$ cat config.mk
export PLATFORM = sky130hd
export DESIGN_NAME = vu_frame_tracker
export DESIGN_NICKNAME = d
export VERILOG_FILES = /design/src/rtl/vu_frame_tracker.sv
export SDC_FILE = /design/constraint.sdc
export NUM_CORES = 1
export LEC_CHECK = 0
export BUFFER_PORTS_ARGS = -buffer_cell sky130_fd_sc_hd__buf_2
export CAP_MARGIN = 10
export CORE_MARGIN = 2
export CORE_UTILIZATION = 44
export CTS_CLUSTER_DIAMETER = 80
export DETAILED_ROUTE_END_ITERATION = 12
export GPL_TIMING_DRIVEN = 0
export PLACE_DENSITY_LB_ADDON = 0.1
export SKIP_LAST_GASP = 1
export SYNTH_ARGS = -nofsm -noshare
export SYNTH_HDL_FRONTEND = slang
export SYNTH_SLANG_ARGS = --single-unit
$ cat constraint.sdc
create_clock -name clock -period 7.9 [get_ports clock]
set_clock_uncertainty 0.05 [all_clocks]
set_input_delay 1.58 -clock clock [delete_from_list [all_inputs] [get_ports clock]]
set_output_delay 1.58 -clock clock [all_outputs]
set_load 0.01 [all_outputs]
$ cat src/rtl/vu_frame_tracker.sv
// vu_frame_tracker: framed N-channel VU level store with per-channel peak hold.
//
// Parses sync-framed byte streams (SYNC_BYTE, then one byte per channel) and
// commits every channel level on the same edge. Each channel keeps a peak value
// that is held for HOLD_TICKS decay ticks and then decays linearly toward the level.
//
// Optional build macro: VU_FRAME_CHECKSUM_EN adds a trailing checksum byte
// (SYNC_BYTE xor all channel bytes) that must match before a frame commits.
//
// Ports:
//   clock        single clock domain
//   reset        asynchronous active-low reset
//   enable       low: no byte accepted, decay frozen, outputs held
//   data_in      received UART byte
//   load         one-cycle strobe, data_in valid
//   error        UART framing error, sampled with load
//   level        committed levels, channel k at [8k+7:8k]
//   peak         peak-hold values, same packing
//   frame_valid  one-cycle pulse on commit
//   frame_err    one-cycle pulse on frame abort

// Per-channel peak-hold / decay lane.
module vu_peak_lane #(
  parameter int HOLD_TICKS = 16
) (
  input  logic       clock,
  input  logic       reset,
  input  logic       commit,     // this edge loads new_level into the level store
  input  logic       tick,       // decay tick
  input  logic [7:0] new_level,  // shadow byte that commit would load
  input  logic [7:0] level,      // currently committed level
  output logic [7:0] peak
);
  logic [7:0] hold;
  logic [7:0] cur;

  // Decay compares against the level that is valid after this edge.
  assign cur = commit ? new_level : level;

  always_ff @(posedge clock or negedge reset) begin
    if (!reset) begin
      peak <= '0;
      hold <= '0;
    end else if (commit && new_level >= peak) begin
      peak <= new_level;
      hold <= 8'(HOLD_TICKS);
    end else if (tick && hold != 8'd0) begin
      hold <= hold - 8'd1;
    end else if (tick && peak > cur) begin
      // peak > cur implies peak > 0, so this cannot wrap
      peak <= peak - 8'd1;
    end
  end
endmodule

module vu_frame_tracker #(
  parameter int         CHANNELS       = 2,
  parameter logic [7:0] SYNC_BYTE      = 8'hA5,
  parameter int         HOLD_TICKS     = 16,
  parameter int         DECAY_DIV      = 250000,
  parameter int         TIMEOUT_CYCLES = 1000000
) (
  input  logic                  clock,
  input  logic                  reset,
  input  logic                  enable,
  input  logic [7:0]            data_in,
  input  logic                  load,
  input  logic                  error,
  output logic [8*CHANNELS-1:0] level,
  output logic [8*CHANNELS-1:0] peak,
  output logic                  frame_valid,
  output logic                  frame_err
);
  localparam int IW = (CHANNELS > 1) ? $clog2(CHANNELS) : 1;
  localparam int TW = $clog2(TIMEOUT_CYCLES);
  localparam int PW = $clog2(DECAY_DIV);
  localparam logic [IW-1:0] LAST = IW'(CHANNELS - 1);
  localparam logic [TW-1:0] TLIM = TW'(TIMEOUT_CYCLES - 1);
  localparam logic [PW-1:0] PLIM = PW'(DECAY_DIV - 1);

`ifdef VU_FRAME_CHECKSUM_EN
  typedef enum logic [1:0] {IDLE = 2'd0, DATA = 2'd1, CHECK = 2'd2, COMMIT = 2'd3} state_t;
  logic [7:0] csum;
`else
  typedef enum logic [1:0] {IDLE = 2'd0, DATA = 2'd1, COMMIT = 2'd3} state_t;
`endif

  state_t                     state;
  logic [IW-1:0]              idx;
  logic [TW-1:0]              tcnt;
  logic [PW-1:0]              pre;
  logic [CHANNELS-1:0][7:0]   shadow;
  logic [CHANNELS-1:0][7:0]   level_q;
  logic [CHANNELS-1:0][7:0]   peak_q;
  logic                       tick;
  logic                       commit;

  assign tick   = enable && (pre == PLIM);
  assign commit = enable && (state == COMMIT);
  assign level  = level_q;
  assign peak   = peak_q;

  // Decay prescaler: wraps at DECAY_DIV-1, frozen while disabled.
  always_ff @(posedge clock or negedge reset) begin
    if (!reset)      pre <= '0;
    else if (enable) pre <= tick ? '0 : pre + 1'b1;
  end

  // Frame parser. The timeout never exceeds TLIM because reaching it aborts.
  always_ff @(posedge clock or negedge reset) begin
    if (!reset) begin
      state       <= IDLE;
      idx         <= '0;
      tcnt        <= '0;
      shadow      <= '0;
      level_q     <= '0;
      frame_valid <= 1'b0;
      frame_err   <= 1'b0;
`ifdef VU_FRAME_CHECKSUM_EN
      csum        <= '0;
`endif
    end else begin
      frame_valid <= 1'b0;
      frame_err   <= 1'b0;
      if (enable) begin
        unique case (state)
          IDLE: if (load && !error && data_in == SYNC_BYTE) begin
            state <= DATA;
            idx   <= '0;
            tcnt  <= '0;
`ifdef VU_FRAME_CHECKSUM_EN
            csum  <= SYNC_BYTE;
`endif
          end
          DATA: if (load) begin
            tcnt <= '0;
            if (error) begin
              state     <= IDLE;
              frame_err <= 1'b1;
            end else begin
              shadow[idx] <= data_in;
              idx         <= idx + 1'b1;
`ifdef VU_FRAME_CHECKSUM_EN
              csum        <= csum ^ data_in;
              if (idx == LAST) state <= CHECK;
`else
              if (idx == LAST) state <= COMMIT;
`endif
            end
          end else if (tcnt == TLIM) begin
            state     <= IDLE;
            frame_err <= 1'b1;
          end else begin
            tcnt <= tcnt + 1'b1;
          end
`ifdef VU_FRAME_CHECKSUM_EN
          CHECK: if (load) begin
            tcnt <= '0;
            if (!error && data_in == csum) begin
              state <= COMMIT;
            end else begin
              state     <= IDLE;
              frame_err <= 1'b1;
            end
          end else if (tcnt == TLIM) begin
            state     <= IDLE;
            frame_err <= 1'b1;
          end else begin
            tcnt <= tcnt + 1'b1;
          end
`endif
          COMMIT: begin
            level_q     <= shadow;
            frame_valid <= 1'b1;
            state       <= IDLE;
          end
          default: state <= IDLE;
        endcase
      end
    end
  end

  for (genvar k = 0; k < CHANNELS; k++) begin : g_lane
    vu_peak_lane #(.HOLD_TICKS(HOLD_TICKS)) u_lane (
      .clock     (clock),
      .reset     (reset),
      .commit    (commit),
      .tick      (tick),
      .new_level (shadow[k]),
      .level     (level_q[k]),
      .peak      (peak_q[k])
    );
  end
endmodule
## Word level (Yosys, flattened, before mapping)

Index checks and enable logic that the tools add are counted.

- Add/subtract/negate cells: 7
- Order comparisons: 6
- Eq/ne operators: 13
- Muxes and demuxes: 37
- Bitwise logic cells: 1
- Reductions and logical operators: 27

Operator list:

| kind | number |
|---|---|
| 2-to-1 mux 8 bit | 13 |
| 2-to-1 mux 20 bit | 3 |
| case mux 20 bit (2 select lines) | 1 |
| subtractor 8 x 1 -> 8 bit, second input constant | 4 |
| adder 20 x 1 -> 20 bit, second input constant | 1 |
| == test 20 bit, second input constant | 1 |
| adder 18 x 1 -> 18 bit, second input constant | 1 |
| == test 18 bit, second input constant | 1 |
| 2-to-1 mux 18 bit | 1 |
| bitwise mux 16 bit | 1 |
| greater-or-equal comparator 8 bit | 2 |
| greater-than comparator 8 bit | 2 |
| nonzero test 8 bit | 2 |
| AND reduction 4 bit | 3 |
| logical AND 1 bit | 11 |
| 2-to-1 mux 1 bit | 10 |
| 2-to-1 mux 2 bit | 5 |
| nonzero test 2 bit | 5 |
| demux 8 bit (select 1 bit) | 1 |
| == test 8 bit, second input constant | 1 |
| inequality test 2 bit, second input constant | 3 |
| inequality test 3 bit, second input constant | 2 |
| AND reduction 2 bit | 3 |
| AND reduction 5 bit | 1 |
| other kinds (12) | 13 |

- Flip-flop bits (word level): 107
- Output and inout port bits: 34

## Depth between registers and ports, before layout

Gate-level depths: netlist of run 1.

- Word-level depth: 8
- Gate-level depth with buffers: 11

## Modules after synthesis

Synthesis of run 1 repeated with hierarchy kept, for this count alone.

- Cells, all modules: 621
- Area, all modules: 6332.3 um2

By module, submodules not included:

| module | instances | cells each | area each (um2) | seq. area each (um2) |
|---|---|---|---|---|
| vu_frame_tracker | 1 | 313 | 3532.1 | 1876.8 |
| vu_peak_lane | 2 | 154 | 1400.1 | 400.4 |

## Worst setup path after synthesis of run 1

OpenSTA, ideal clock, no wires.

- Path type: input-to-reg
- From: in enable
- To: reg g_lane[1].u_lane.peak[6]
- Setup time: 71 ps
- Arrival: 3978 ps
- Data required time: 7779 ps
- Slack: 3801 ps
- Cell stages on the path: 11
- Path buffers: 1
- Cell sequence: nand3_1 > clkbuf_1 > mux2_2 > inv_1 > ha_1 > and3_1 > nand4_1 > nand2_1 > a2111o_1 > or4_1 > nand4_1

- Longest elaborated chain between the ends: 6

RTL lines:

| item | line | text |
|---|---|---|
| from (decl) | 65 | `input logic enable,` |
| logical AND 1 bit | 99 | `assign commit = enable && (state == COMMIT);` |
| 2-to-1 mux 8 bit | 38 | `assign cur = commit ? new_level : level;` |
| greater-than comparator 8 bit | 49 | `end else if (tick && peak > cur) begin` |
| logical AND 1 bit | 49 |  |
| nonzero test 2 bit (no source line) | - |  |
| AND reduction 2 bit (no source line) | - |  |
| to (signal assigned) | 45 | `peak <= new_level;` |
| to (signal assigned) | 51 | `peak <= peak - 8'd1;` |
| to (decl) | 32 | `output logic [7:0] peak` |

Several ways; a longest one is shown, not always the timed one.
A chain may end at the register's enable or synchronous reset.

## Worst setup path in the final report of run 1

- From: in enable
- To: reg g_lane[1].u_lane.peak[1]

Same word-level chain as after synthesis.

==> impl_metrics.env, run 1 <==
export IMPL_outcome="complete, no violations"
export IMPL_grt_overflow_total=0
export IMPL_start_util=0.446
export IMPL_fin_crit_sh=0.571
export IMPL_fin_util=0.506
export IMPL_diodes=0
export IMPL_dieArea_mm2=0.0149
export IMPL_syn_avg_cell_area_um2=10.1
export IMPL_dpl_cell_count=835
export IMPL_vias=4601
export IMPL_finalHoldViolations=0
export IMPL_die_w_um=122
export IMPL_synth_edf_count=0
export IMPL_clock_sinks=107
export IMPL_maxSlewViolCount=0
export IMPL_seq_area_frac_synth=0.436
export IMPL_rows=43
export IMPL_syn_num_nets=661
export IMPL_place_ws_ps=3010
export IMPL_finalSetupViolations=0
export IMPL_ys_flop_type="dfrtp_1"
export IMPL_ant_nets=0
export IMPL_setup_tns_ps=0
export IMPL_root_buffer="clkbuf_16"
export IMPL_track_usage=0.195
export IMPL_crit_start="enable"
export IMPL_cts_buffers=9
export IMPL_drt_iter0_drc=224
export IMPL_vdd_ir_drop_max_uv=95.3
export IMPL_syn_instance_count=608
export IMPL_ctsHoldBuffers=0
export IMPL_ys_ff_latch=107
export IMPL_drt_pass1_iter_count=5
export IMPL_worst_slack_ps=3390
export IMPL_clk_latency_ps=360
export IMPL_wl_per_cell_um=15.9
export IMPL_fp_coreArea_mm2=0.0138
export IMPL_yosysWarnings=0
export IMPL_relSlewSlack=0.479
export IMPL_grt_max_degree=56
export IMPL_wl_um=13500
export IMPL_drc_errors=0
export IMPL_dp_hpwl_um=10100
export IMPL_rsz0062_at_grt="false"
export IMPL_antenna_found_initial=1
export IMPL_timing_rr_start="state[1]$_DFFE_PN0P_"
export IMPL_gp_congestion=0.835
export IMPL_power_density_mw_per_mm2=172
export IMPL_via_per_inst=5.41
export IMPL_fin_cells=851
export IMPL_drv_cap=0
export IMPL_cp_max_fo=10
export IMPL_critPathArrivalTime_ps=4700
export IMPL_fill_cells=1299
export IMPL_tightest_slew_ps=778
export IMPL_hold_path_class="flip-flop to flip-flop"
export IMPL_final_common_cell="dfrtp_1"
export IMPL_grt_pass1_vias=4609
export IMPL_synthArstFlopShare=1.00
export IMPL_layout_drive_gt1_share=0.186
export IMPL_startpoint_type="primary input"
export IMPL_cts_resized=0
export IMPL_synthToLayoutAreaGrowth_pct=13.4
export IMPL_mostFrequentLayoutCells="dfrtp_1, nor2_1, nand2_1"
export IMPL_grt_pass1_wl_um=23100
export IMPL_cts_tree="yes"
export IMPL_final_nets=719
export IMPL_crit_type="primary input to flip-flop"
export IMPL_ios=47
export IMPL_clock_path_buffers=2
export IMPL_cp_end_kind="flip-flop"
export IMPL_cts_setup_buffers=0
export IMPL_fp_dieH_um=122
export IMPL_clock_fmax_mhz=222
export IMPL_cts_htree_levels=3
export IMPL_synthesis_area_mm2=0.00614
export IMPL_finalCriticalPeriod_ps=4510
export IMPL_leakagePower_uw=0.00320
export IMPL_crit_required_ps=8090
export IMPL_synth_cell_type_count=65
export IMPL_clkTransAtPathRegs_ps=70
export IMPL_portBuffers=46
export IMPL_hp_start="pre[2]$_DFFE_PN0P_"
[power by group]
part / internal, uW / switching [uW] / total, uW / leakage [uW]
sequential: 572 / 30.9 / 603 / 0.00142
clock: 297 / 215 / 512 / 0.000162
combinational: 38.4 / 43.8 / 82.1 / 0.00162
[worst max-delay path, stage by stage]
cell and delay [ps]:
buf_2 150, nand3_1 260, clkbuf_1 580, mux2_2 420
inv_1 60, ha_1 230, o21ai_0 90, a21oi_1 80
o31ai_2 640, a21oi_2 180, mux2i_1 160, mux2_2 270
[registers in the layout, summed over array words and instances, names as in the netlist]
register and count:
level 16, g_lane.u_lane.peak 16, idx 1, pre 18, shadow 16, g_lane.u_lane.hold 16
frame_err 1, tcnt 20, state 2, frame_valid 1
[synthesized netlist by cell type, types with 8 or more instances]
cell type    n  share of area
and3_1      12          0.012
mux2_2      32          0.059
a211oi_1     8         0.0098
nand3_1     17          0.014
nand2_1     47          0.029
inv_1       42          0.026
dfrtp_1    107           0.44
nor2_1      52          0.032
ha_1        40          0.081
a21oi_1     11         0.0090
clkbuf_1    11         0.0067
nand4_1     16          0.016
o21ai_1     32          0.026
nor3_1      11         0.0090
xnor2_1     22          0.031
o21ai_0     27          0.022
xor2_1      18          0.026
[cell families (layout without fill, tap and decap cells)]
kind of cell,after synthesis,after routing,share of synthesized area
AOI/OAI and AO/OA,115,115,0.119
xor gates and xnor gates,40,40,0.0570
adders and majority gates,40,40,0.0815
buffers and inverters,56,119,0.0369
DFF,107,107,0.436
muxes,36,36,0.0652
and+or+nand+nor,214,214,0.204
[per-layer routing]
metal / track usage / share of wire / vias to the layer above
li1: - / - / 2282
met1: 0.263 / 0.49 / 2234
met2: 0.317 / 0.47 / 67
met3: 0.0304 / 0.033 / 16
met4: 0.0704 / 0.014 / 2
met5: 0 / 0.00081 / -
[metrics by stage]
| step | power, uW | hold WS (ps) | area [um2] |
|---|---|---|---|
| after floorplan | 659 | 400 | 6140 |
| after global placement | 690 | 424 | 6600 |
| after detailed placement | 696 | 436 | 6630 |
| after CTS | 1210 | 447 | 6970 |
| after global routing | 1250 | 472 | 6970 |
| final | 1200 | 440 | 6970 |
[path summary, 6_finish.rpt]
check,end,slack (ps),cells after the start
max,g_lane[1].u_lane.peak[1]$_DFFE_PN0P_,3390,12
min,pre[2]$_DFFE_PN0P_,440,1
max reg2reg,g_lane[1].u_lane.peak[1]$_DFFE_PN0P_,4190,11
min reg2reg,pre[2]$_DFFE_PN0P_,440,1
max in group asynchronous,pre[16]$_DFFE_PN0P_,5850,2
min in group asynchronous,g_lane[1].u_lane.peak[5]$_DFFE_PN0P_,1230,1
[final cells by class]
| class | instances | area, um2 | share of cell area |
|---|---|---|---|
| inverter | 42 | 158 | 0.0226 |
| multi-input combinational | 445 | 3240 | 0.465 |
| sequential | 107 | 2680 | 0.384 |
| clock buffer | 11 | 253 | 0.0363 |
| buffer | 14 | 68.8 | 0.00988 |
| clock inverter | 5 | 85.1 | 0.0122 |
| tap | 180 | 225 | 0.0323 |
| timing repair buffer | 47 | 260 | 0.0374 |
(Power assumes the default switching activity.)
==> run 2: changes to the inputs <==
==> constraint.sdc (replaced) <==
create_clock -name clock -period 3.7 [get_ports clock]
set_clock_uncertainty 0.05 [all_clocks]
set_input_delay 0.74 -clock clock [delete_from_list [all_inputs] [get_ports clock]]
set_output_delay 0.74 -clock clock [all_outputs]
set_load 0.01 [all_outputs]
==> impl_metrics.env, run 2 (synthesis results as in run 1) <==
export IMPL_worstPathCellList="nand3_1 -> clkbuf_2 -> mux2_2 -> inv_1 -> ha_1 -> o21ai_0 -> a21oi_1 -> o31ai_2 -> a21oi_2 -> mux2i_1 -> mux2_2"
export IMPL_fin_util=0.506
export IMPL_grt_pass1_vias=4609
export IMPL_leakagePower_uw=0.00320
export IMPL_relSlewSlack=0.478
export IMPL_tightest_slew_ps=778
export IMPL_setup_tns_ps=0
export IMPL_grt_max_degree=56
export IMPL_grt_overflow_total=0
export IMPL_ios=47
export IMPL_largest_reg_flops=20
export IMPL_drt_iter0_drc=224
export IMPL_crit_cells=11
export IMPL_dieArea_mm2=0.0149
export IMPL_stdcell_area_mm2=0.00697
export IMPL_clkTransAtPathRegs_ps=80
export IMPL_reg2reg_depth=11
export IMPL_cts_buffers=9
export IMPL_fin_crit_sh=0.938
export IMPL_ant_nets=0
export IMPL_finalSetupViolations=0
export IMPL_cpPeakStageDelay_ps=640
export IMPL_rows=43
export IMPL_drv_cap=0
export IMPL_fill_cells=1299
export IMPL_synthToLayoutAreaGrowth_pct=13.4
export IMPL_diodes=0
export IMPL_via_per_inst=5.42
export IMPL_critPathArrivalTime_ps=3660
export IMPL_cts_setup_buffers=0
export IMPL_fp_coreArea_mm2=0.0138
export IMPL_vias=4610
export IMPL_clock_path_buffers=2
export IMPL_track_usage=0.195
export IMPL_cts_tree="yes"
export IMPL_cts_htree_levels=3
export IMPL_fp_dieH_um=122
export IMPL_clock_fmax_mhz=288
export IMPL_reg_top3="tcnt x20, pre x18"
export IMPL_r2r_slack_ps=230
export IMPL_seqCellArea_mm2=0.00268
export IMPL_crit_type="flip-flop to flip-flop"
export IMPL_final_nets=719
export IMPL_antenna_found_initial=1
export IMPL_cp_end_kind="flip-flop"
export IMPL_finalCriticalPeriod_ps=3470
export IMPL_die_w_um=122
export IMPL_clk_latency_ps=350
export IMPL_dp_hpwl_um=10100
export IMPL_multiInputGateArea_mm2=0.00324
export IMPL_hold_path_class="primary input to asynchronous set/reset pin"
export IMPL_drt_pass1_iter_count=4
export IMPL_timing_rr_start="state[1]$_DFFE_PN0P_"
export IMPL_wl_um=13500
export IMPL_cp_max_fo=10
export IMPL_cpMostUsedCell="mux2_2"
export IMPL_crit_start="state[1]$_DFFE_PN0P_"
export IMPL_crit_required_ps=3890
export IMPL_startpoint_type="flip-flop"
export IMPL_clock_sinks=107
export IMPL_outcome="complete, no violations"
export IMPL_root_buffer="clkbuf_16"
export IMPL_grt_pass1_wl_um=23100
export IMPL_wl_per_cell_um=15.9
export IMPL_place_area_mm2=0.00663
export IMPL_final_common_cell="dfrtp_1"
export IMPL_cp_top_family="compound AO/OA/AOI/OAI gates"
export IMPL_endpoint="g_lane[1].u_lane.peak[1]$_DFFE_PN0P_"
export IMPL_gp_congestion=0.835
export IMPL_drc_errors=0
export IMPL_p_total_uw=2560
export IMPL_power_density_mw_per_mm2=367
export IMPL_maxSlewViolCount=0
export IMPL_r2r_end="g_lane[1].u_lane.peak[1]$_DFFE_PN0P_"
export IMPL_layout_drive_gt1_share=0.189
export IMPL_vdd_ir_drop_max_uv=203
export IMPL_start_util=0.446
export IMPL_slowest_stage="o31ai_2"
export IMPL_rsz0062_at_grt="false"
export IMPL_finalHoldViolations=0
export IMPL_registers_top_by_ff_count="tcnt"
export IMPL_critPathBufInv=2
export IMPL_portBuffers=46
export IMPL_mostFrequentLayoutCells="dfrtp_1, nor2_1, nand2_1"
-- run 2: cell types whose count changed in the layout (fill, tap and decap cells not counted) --
| cell | previous run | this run |
|---|---|---|
| clkbuf_1 | 11 | 9 |
| clkbuf_2 | 0 | 2 |
-- run 2: layout make-up --
type                    instances  area share
inverters                      42      0.0226
clock inverters                 5      0.0122
clock buffers                  11      0.0363
flip-flops and latches        107       0.384
multi-input cells             445       0.465
plain buffers                  14      0.0102
well taps                     180      0.0323
repair buffers                 47      0.0373
-- run 2: through the flow --
step / hold slack [ps] / setup WS, ps / cells
4_1_cts: 415 / 139 / 851
3_3_place_gp: 424 / -361 / 834
6_report: 387 / 231 / 851
5_1_grt: 449 / 15.4 / 851
2_1_floorplan: 394 / 441 / 608
3_5_place_dp: 436 / -353 / 835
-- run 2: power breakdown --
group	switching (uW)	total, uW	leakage [uW]	internal [uW]
Combinational	93.4	175	0.00162	82.0
Clock	459	1090	0.000162	633
Sequential	66.1	1290	0.00142	1220
-- run 2: layer usage --
metal / up-vias / share of wire / GRT usage
met2: 65 / 0.47 / 0.317
met3: 15 / 0.033 / 0.0304
met5: - / 0.00081 / 0
met1: 2243 / 0.48 / 0.263
met4: 2 / 0.014 / 0.0704
li1: 2285 / - / -
-- run 2: repair_timing --
action	4_1_cts	5_1_grt
endpoints found under the hold margin	0	0
resized for setup	1	2
hold buffers	0	0
cloned	0	0
endpoints found under the setup margin	1	1
-- run 2: how the worst min path moves through the flow --
stage                          from                                   end  slack (ps)  depth (start not counted)
6_report                      reset  g_lane[1].u_lane.peak[5]$_DFFE_PN0P_         390                          1
5_1_grt                       reset  g_lane[1].u_lane.peak[5]$_DFFE_PN0P_         450                          1
4_1_cts                       reset  g_lane[1].u_lane.peak[5]$_DFFE_PN0P_         410                          1
3_5_place_dp     pre[2]$_DFFE_PN0P_                    pre[2]$_DFFE_PN0P_         440                          1
3_3_place_gp   level[0]$_DFFE_PN0P_                  level[0]$_DFFE_PN0P_         420                          2
2_1_floorplan                 reset                   frame_err$_DFF_PN0_         390                          0
